File: src/rtl/hamming_pkg.sv
// Shared Hamming(16,11) SECDED definitions: FSM state type, codeword bit positions
// and the reference encode function, reused by the encode and decode stages.
package hamming_pkg;

  typedef enum logic [2:0] {
    IDLE,
    RD_LO,
    RD_HI,
    WR_LO,
    WR_HI,
    FIN
  } enc_state_t;

  // Parity bit positions inside the 16-bit codeword; data fills the rest.
  localparam int unsigned POS_P0 = 0;
  localparam int unsigned POS_P1 = 1;
  localparam int unsigned POS_P2 = 2;
  localparam int unsigned POS_P4 = 4;
  localparam int unsigned POS_P8 = 8;

  // m[0] is b1, m[10] is b11.
  function automatic logic [15:0] hamming_encode(input logic [10:0] m);
    logic [15:0] cw;
    cw          = '0;
    cw[15:9]    = m[10:4];
    cw[7:5]     = m[3:1];
    cw[3]       = m[0];
    cw[POS_P8]  = ^m[10:4];
    cw[POS_P4]  = ^{m[10:7], m[3:1]};
    cw[POS_P2]  = ^{m[10], m[9], m[6], m[5], m[3], m[2], m[0]};
    cw[POS_P1]  = ^{m[10], m[8], m[6], m[4], m[3], m[1], m[0]};
    cw[POS_P0]  = ^cw[15:1];
    return cw;
  endfunction

endpackage

File: src/rtl/hamming_enc_engine_if.sv
// Single-port data memory bus; the engine is master, the memory is slave.
interface hamming_enc_engine_if #(
  parameter int unsigned W = 8,
  parameter int unsigned A = 8
);
  logic [A-1:0] MemAddr;
  logic         MemRdEn;
  logic         MemWrEn;
  logic [W-1:0] MemWrData;
  logic [W-1:0] MemRdData;

  modport master (
    output MemAddr, MemRdEn, MemWrEn, MemWrData,
    input  MemRdData
  );

  modport slave (
    input  MemAddr, MemRdEn, MemWrEn, MemWrData,
    output MemRdData
  );
endinterface

File: src/rtl/hamming_parity_gen.sv
// Purely combinational Hamming(16,11) SECDED encoder: 11-bit message in, codeword out.
module hamming_parity_gen
  import hamming_pkg::*;
(
  input  logic [10:0] msg,
  output logic [15:0] codeword
);

  assign codeword = hamming_encode(msg);

endmodule

File: src/rtl/hamming_enc_engine.sv
// Memory-to-memory Hamming(16,11) encode engine: reads COUNT byte-pair messages at
// SRC_BASE, writes byte-pair codewords at DST_BASE, then pulses Done.
module hamming_enc_engine
  import hamming_pkg::*;
#(
  parameter int unsigned W        = 8,
  parameter int unsigned A        = 8,
  parameter int unsigned SRC_BASE = 0,
  parameter int unsigned DST_BASE = 30,
  parameter int unsigned COUNT    = 15
) (
  input  logic                 Clk,
  input  logic                 Reset,
  input  logic                 Start,
  output logic                 Busy,
  output logic                 Done,
  hamming_enc_engine_if.master mem
);

  localparam logic [A-1:0] SRC  = A'(SRC_BASE);
  localparam logic [A-1:0] DST  = A'(DST_BASE);
  localparam logic [A-1:0] LAST = A'(COUNT - 1);

  enc_state_t   state;
  enc_state_t   state_next;
  logic [A-1:0] idx;
  logic [A-1:0] offs;
  logic [7:0]   lo_q;
  logic [2:0]   hi_q;
  logic [15:0]  cw;

  // Address arithmetic is A bits wide, so base + offset wraps modulo 2**A.
  assign offs = idx << 1;

  hamming_parity_gen u_parity (
    .msg      ({hi_q, lo_q}),
    .codeword (cw)
  );

  // NOTE: sequential state uses non-blocking assignments so every register
  // samples pre-edge values regardless of process ordering.
  always_ff @(posedge Clk) begin
    if (Reset) state <= IDLE;
    else       state <= state_next;
  end

  always_ff @(posedge Clk) begin
    if (Reset) begin
      idx  <= '0;
      lo_q <= '0;
      hi_q <= '0;
    end else begin
      case (state)
        IDLE:    if (Start) idx <= '0;
        RD_LO:   lo_q <= mem.MemRdData[7:0];
        RD_HI:   hi_q <= mem.MemRdData[2:0];
        WR_HI:   if (idx != LAST) idx <= idx + A'(1);
        default: ;
      endcase
    end
  end

  always_comb begin
    state_next = state;
    case (state)
      IDLE:    if (Start) state_next = RD_LO;
      RD_LO:   state_next = RD_HI;
      RD_HI:   state_next = WR_LO;
      WR_LO:   state_next = WR_HI;
      WR_HI:   state_next = (idx == LAST) ? FIN : RD_LO;
      FIN:     state_next = IDLE;
      default: state_next = IDLE;
    endcase
  end

  // NOTE: every output gets a default before the case so no path can infer a latch.
  always_comb begin
    mem.MemAddr   = '0;
    mem.MemRdEn   = 1'b0;
    mem.MemWrEn   = 1'b0;
    mem.MemWrData = '0;
    Busy          = (state != IDLE);
    Done          = (state == FIN);
    case (state)
      RD_LO: begin
        mem.MemAddr = SRC + offs;
        mem.MemRdEn = 1'b1;
      end
      RD_HI: begin
        mem.MemAddr = SRC + offs + A'(1);
        mem.MemRdEn = 1'b1;
      end
      WR_LO: begin
        mem.MemAddr   = DST + offs;
        mem.MemWrEn   = 1'b1;
        mem.MemWrData = cw[7:0];
      end
      WR_HI: begin
        mem.MemAddr   = DST + offs + A'(1);
        mem.MemWrEn   = 1'b1;
        mem.MemWrData = cw[15:8];
      end
      default: ;
    endcase
  end

endmodule

File: src/flat_wrapper.sv
// flat-port wrapper written by rule: the top's interface ports become plain ports
module hamming_enc_engine_flat import hamming_pkg::*;
#(
  parameter int unsigned W        = 8,
  parameter int unsigned A        = 8,
  parameter int unsigned SRC_BASE = 0,
  parameter int unsigned DST_BASE = 30,
  parameter int unsigned COUNT    = 15
)
  (Clk, Reset, Start, Busy, Done, mem_MemAddr, mem_MemRdEn, mem_MemWrEn, mem_MemWrData, mem_MemRdData);
  hamming_enc_engine_if #(.W(W), .A(A)) mem_i ();
  input  logic Clk;
  input  logic Reset;
  input  logic Start;
  output logic Busy;
  output logic Done;
  output wire logic [$bits(mem_i.MemAddr)-1:0] mem_MemAddr;
  output wire logic [$bits(mem_i.MemRdEn)-1:0] mem_MemRdEn;
  output wire logic [$bits(mem_i.MemWrEn)-1:0] mem_MemWrEn;
  output wire logic [$bits(mem_i.MemWrData)-1:0] mem_MemWrData;
  input wire logic [$bits(mem_i.MemRdData)-1:0] mem_MemRdData;
  assign mem_MemAddr = mem_i.MemAddr;
  assign mem_MemRdEn = mem_i.MemRdEn;
  assign mem_MemWrEn = mem_i.MemWrEn;
  assign mem_MemWrData = mem_i.MemWrData;
  assign mem_i.MemRdData = mem_MemRdData;
  hamming_enc_engine #(.W(W), .A(A), .SRC_BASE(SRC_BASE), .DST_BASE(DST_BASE), .COUNT(COUNT)) u_core (.Clk(Clk), .Reset(Reset), .Start(Start), .Busy(Busy), .Done(Done), .mem(mem_i));
endmodule
File: config.mk
export PLATFORM = sky130hd
export DESIGN_NAME = hamming_enc_engine_flat
export DESIGN_NICKNAME = d
export VERILOG_FILES = /design/src/rtl/hamming_pkg.sv /design/src/rtl/hamming_enc_engine_if.sv /design/src/rtl/hamming_parity_gen.sv /design/src/rtl/hamming_enc_engine.sv /design/src/flat_wrapper.sv
export SDC_FILE = /design/constraint.sdc
export NUM_CORES = 1
export LEC_CHECK = 0
export BUFFER_PORTS_ARGS = -buffer_cell sky130_fd_sc_hd__buf_2
export CORE_ASPECT_RATIO = 0.75
export CORE_MARGIN = 10
export CORE_UTILIZATION = 38
export CTS_CLUSTER_SIZE = 14
export DETAILED_ROUTE_END_ITERATION = 16
export PLACE_DENSITY = 0.7
export SLEW_MARGIN = 25
export SYNTH_ARGS = -nofsm -noshare
export SYNTH_HDL_FRONTEND = slang
export SYNTH_HIERARCHICAL = 1
export SYNTH_SLANG_ARGS = --single-unit
File: constraint.sdc
create_clock -name Clk -period 2.8 [get_ports Clk]
set_input_delay 0.56 -clock Clk [delete_from_list [all_inputs] [get_ports Clk]]
set_output_delay 0.56 -clock Clk [all_outputs]
set_load 0.03 [all_outputs]
==> results.cfg <==
[critical_path]
crit_buf_inv = 1
crit_type = flop to output port
r2r_end = u_core/idx[7]
rr_startpoint = u_core/idx[0]
r2r_slack_ns = 0.76
startpoint_type = flop
crit_path_end_kind = output port
path_cells = xor2_2 -> xnor3_2 -> xnor3_1 -> a22o_1 -> buf_2
critical_path.top_delay_family = XOR/XNOR gates
r2r_cells = 6
arrival_ns = 2.11
critPathRequiredTime_ns = 2.24
worstPathMaxFanout = 4
max_stage_delay_ns = 0.47
critPathSlowestCell = xnor3_2

[hold_path]
hold_start = mem_MemRdData[5]
hp-class = primary input to flop
min_path_cells = 3
whs_endpoint = u_core/lo_q[5]

[clock_tree]
clkLatencyLatePin_ns = 0.26
ctsHoldBuffers = 0
htreeDepth = 1
root_buffer = clkbuf_8
clk_pin_slew_ns = 0.08
cts_max_path_buffers = 2
cts_tree = built
cts_made_buffers = 3
cts.sinks = 22

[run_status]
status = finished, final reports clean

[global_route]
grt_pass1_wl_microns = 5837
grt_max_degree = 23
gr-total-overflow = 0
antenna_found_initial = 0
grt_pass1_vias = 1176
track_usage_pct = 10.24

[detailed_routing]
via_count = 1326
ant_nets = 0
first_pass_iters = 4
drc = 0
drtIter0Drc = 112
routed_wl_microns = 3694
vias_per_cell = 5.304
wl_per_cell_microns = 14.78

[logic_synthesis]
synth_cell_type_count = 44
syn_inst = 183
synth-main-ff-cell = dfxtp_1
yosysSeqAreaShare_pct = 28.46
synth_edf_count = 0
ys_ff_latch = 22
syn_area_sq_um = 1548
synth.net_count = 197
syn_avg_cell_area_sq_um = 8.458
ys_async_sr_fraction_pct = 0
yosys_warnings = 6

[cells_and_area]
fin_nets = 213
final_area_sq_um = 1720
num-fill-cells = 367
syn_to_final_growth_pct = 11.16
n_antenna_cell = 0
drive_gt1_share_pct = 23.23

[placed_design]
place.gp.congestion = 0.8359
dp_hpwl_microns = 2815
dp_worst_setup_slack_ns = 0.3566
placement.io_buffers = 30
place_area_sq_um = 1640

[pwr]
powerDensity_nw_per_um2 = 485.6
peakVddDrop_mv = 0.2140
leakagePower_nw = 0.7179

[sta]
final_hold_viol_count = 0
setup_ws_ns = 0.1254
timing.setup.tns_ns = 0
setup_violations = 0
holdWs_ns = 0.5327
rsz0062_at_grt = false
finalClockSkew_ns = 0.0009945
fmax_mhz = 373.9
slew_viol_final = 0
finalCriticalPeriod_ns = 2.675
layout_worst_path_cycle_share_pct = 95.52
worst_slew_pin_slew_ns = 0.5723
slew_headroom_pct = 61.81

[die]
coreArea_sq_um = 3780
start_util_pct = 40.95
ioPinCount = 31
fp.dieH_microns = 75.27
design.die.area_sq_um = 7052
die_w_microns = 93.69
fp-row-count = 19

[job]
maxCapViolations = 0
[cell usage in the layout (no fill, tap or decap), types with 2 or more instances in the layout]
master / n
xor2_1: 2
a31oi_1: 4
buf_2: 30
mux2i_1: 11
xnor2_1: 14
nor3_1: 5
clkbuf_8: 3
inv_1: 6
nand4b_1: 2
nand2_1: 11
dfxtp_1: 21
nand3_1: 4
o21ai_0: 8
ha_1: 3
nor3b_1: 2
a21oi_1: 13
nor2_1: 21
or3b_1: 2
a22o_1: 9
[sequential cells by signal, indices dropped and copies added (netlist names)]
signal        count
u_core/idx        8
u_core/state      3
u_core/lo_q       8
u_core/hi_q       3
[how the worst max path moves through the flow]
| stage | slack (ns) | from | to | depth (start not counted) |
|---|---|---|---|---|
| 6_report | 0.13 | u_core/lo_q[3] | mem_MemWrData[0] | 5 |
| 4_1_cts | 0.07 | u_core/state[2] | mem_MemAddr[3] | 6 |
| 5_1_grt | 0.01 | u_core/state[2] | mem_MemAddr[3] | 6 |
| 3_3_place_gp | 0.44 | u_core/lo_q[3] | mem_MemWrData[0] | 5 |
| 3_5_place_dp | 0.36 | u_core/state[2] | mem_MemAddr[3] | 6 |
| 2_1_floorplan | 0.27 | u_core/state[0] | mem_MemAddr[7] | 4 |
[where the power goes]
group | switching, mW | total [mW] | internal, mW
Clock | 0.103 | 0.294 | 0.191
Combinational | 0.104 | 0.195 | 0.0910
Sequential | 0.0210 | 0.346 | 0.325
Total | 0.228 | 0.835 | 0.607
[timing repair]
item | in CTS | in global routing
setup buffers | 0 | 0
endpoints found under the setup margin | 0 | 6
resized for setup | 0 | 2
[layout make-up]
type                    count  area, sq um  area share, %
well taps                  52        65.06          3.782
clock buffers               3        41.29          2.400
clock inverters             1        30.03          1.745
multi-input cells         134        958.4          55.71
repair buffers             31        157.7          9.164
flip-flops and latches     22        441.7          25.67
inverters                   7        26.28          1.527
[per-layer routing]
metal	up-vias	track usage [%]	share of wire, %
met5	-	0	0
met4	0	2.521	1.0
met3	2	3.674	7.3
met2	38	15.38	44
met1	620	13.64	48
li1	666	-	-
[cells by family after synthesis]
logic type	synth area share, %
AND/OR/NAND/NOR	20.46
AO/OA/AOI/OAI	18.59
buffers and inverters	10.35
flip-flops	28.46
XOR/XNOR	12.61
multiplexers	7.114
adder cells (fa/ha/maj)	2.425
[synthesized netlist by cell type, types with 2 or more instances]
| cell | count | share of area [%] |
|---|---|---|
| dfxtp_1 | 22 | 28 |
| nor2_1 | 21 | 5.1 |
| a21oi_1 | 14 | 4.5 |
| xnor2_1 | 14 | 7.9 |
| buf_4 | 11 | 5.3 |
| mux2i_1 | 11 | 7.1 |
| nand2_1 | 11 | 2.7 |
| a22o_1 | 9 | 5.1 |
| o21ai_0 | 8 | 2.6 |
| inv_1 | 6 | 1.5 |
| nor3_1 | 5 | 1.6 |
| a31oi_1 | 4 | 1.6 |
| clkbuf_1 | 4 | 0.97 |
| nand3_1 | 4 | 1.3 |
| ha_1 | 3 | 2.4 |
| xor2_1 | 3 | 1.7 |
| buf_2 | 2 | 0.65 |
| buf_6 | 2 | 1.5 |
| nand4b_1 | 2 | 1.1 |
| nor3b_1 | 2 | 0.97 |
| or3b_1 | 2 | 1.1 |
[tightest hold or removal path: cells and delay by family]
family | cells | cell delay (ns)
and+or+nand+nor | 1 | 0.07
muxes | 1 | 0.05
buffers and inverters | 1 | 0.07
[stage by stage]
step | util [%] | power (mW) | instances
after floorplan | - | 0.5186 | 183
after global routing | 45.51 | 0.8768 | 250
after global placement | 43.40 | 0.5433 | 246
after CTS | 45.28 | 0.8403 | 250
after detailed placement | 43.40 | 0.5472 | 246
final | 45.51 | 0.8354 | 250
No activity file was read; power rests on OpenSTA's default activity.
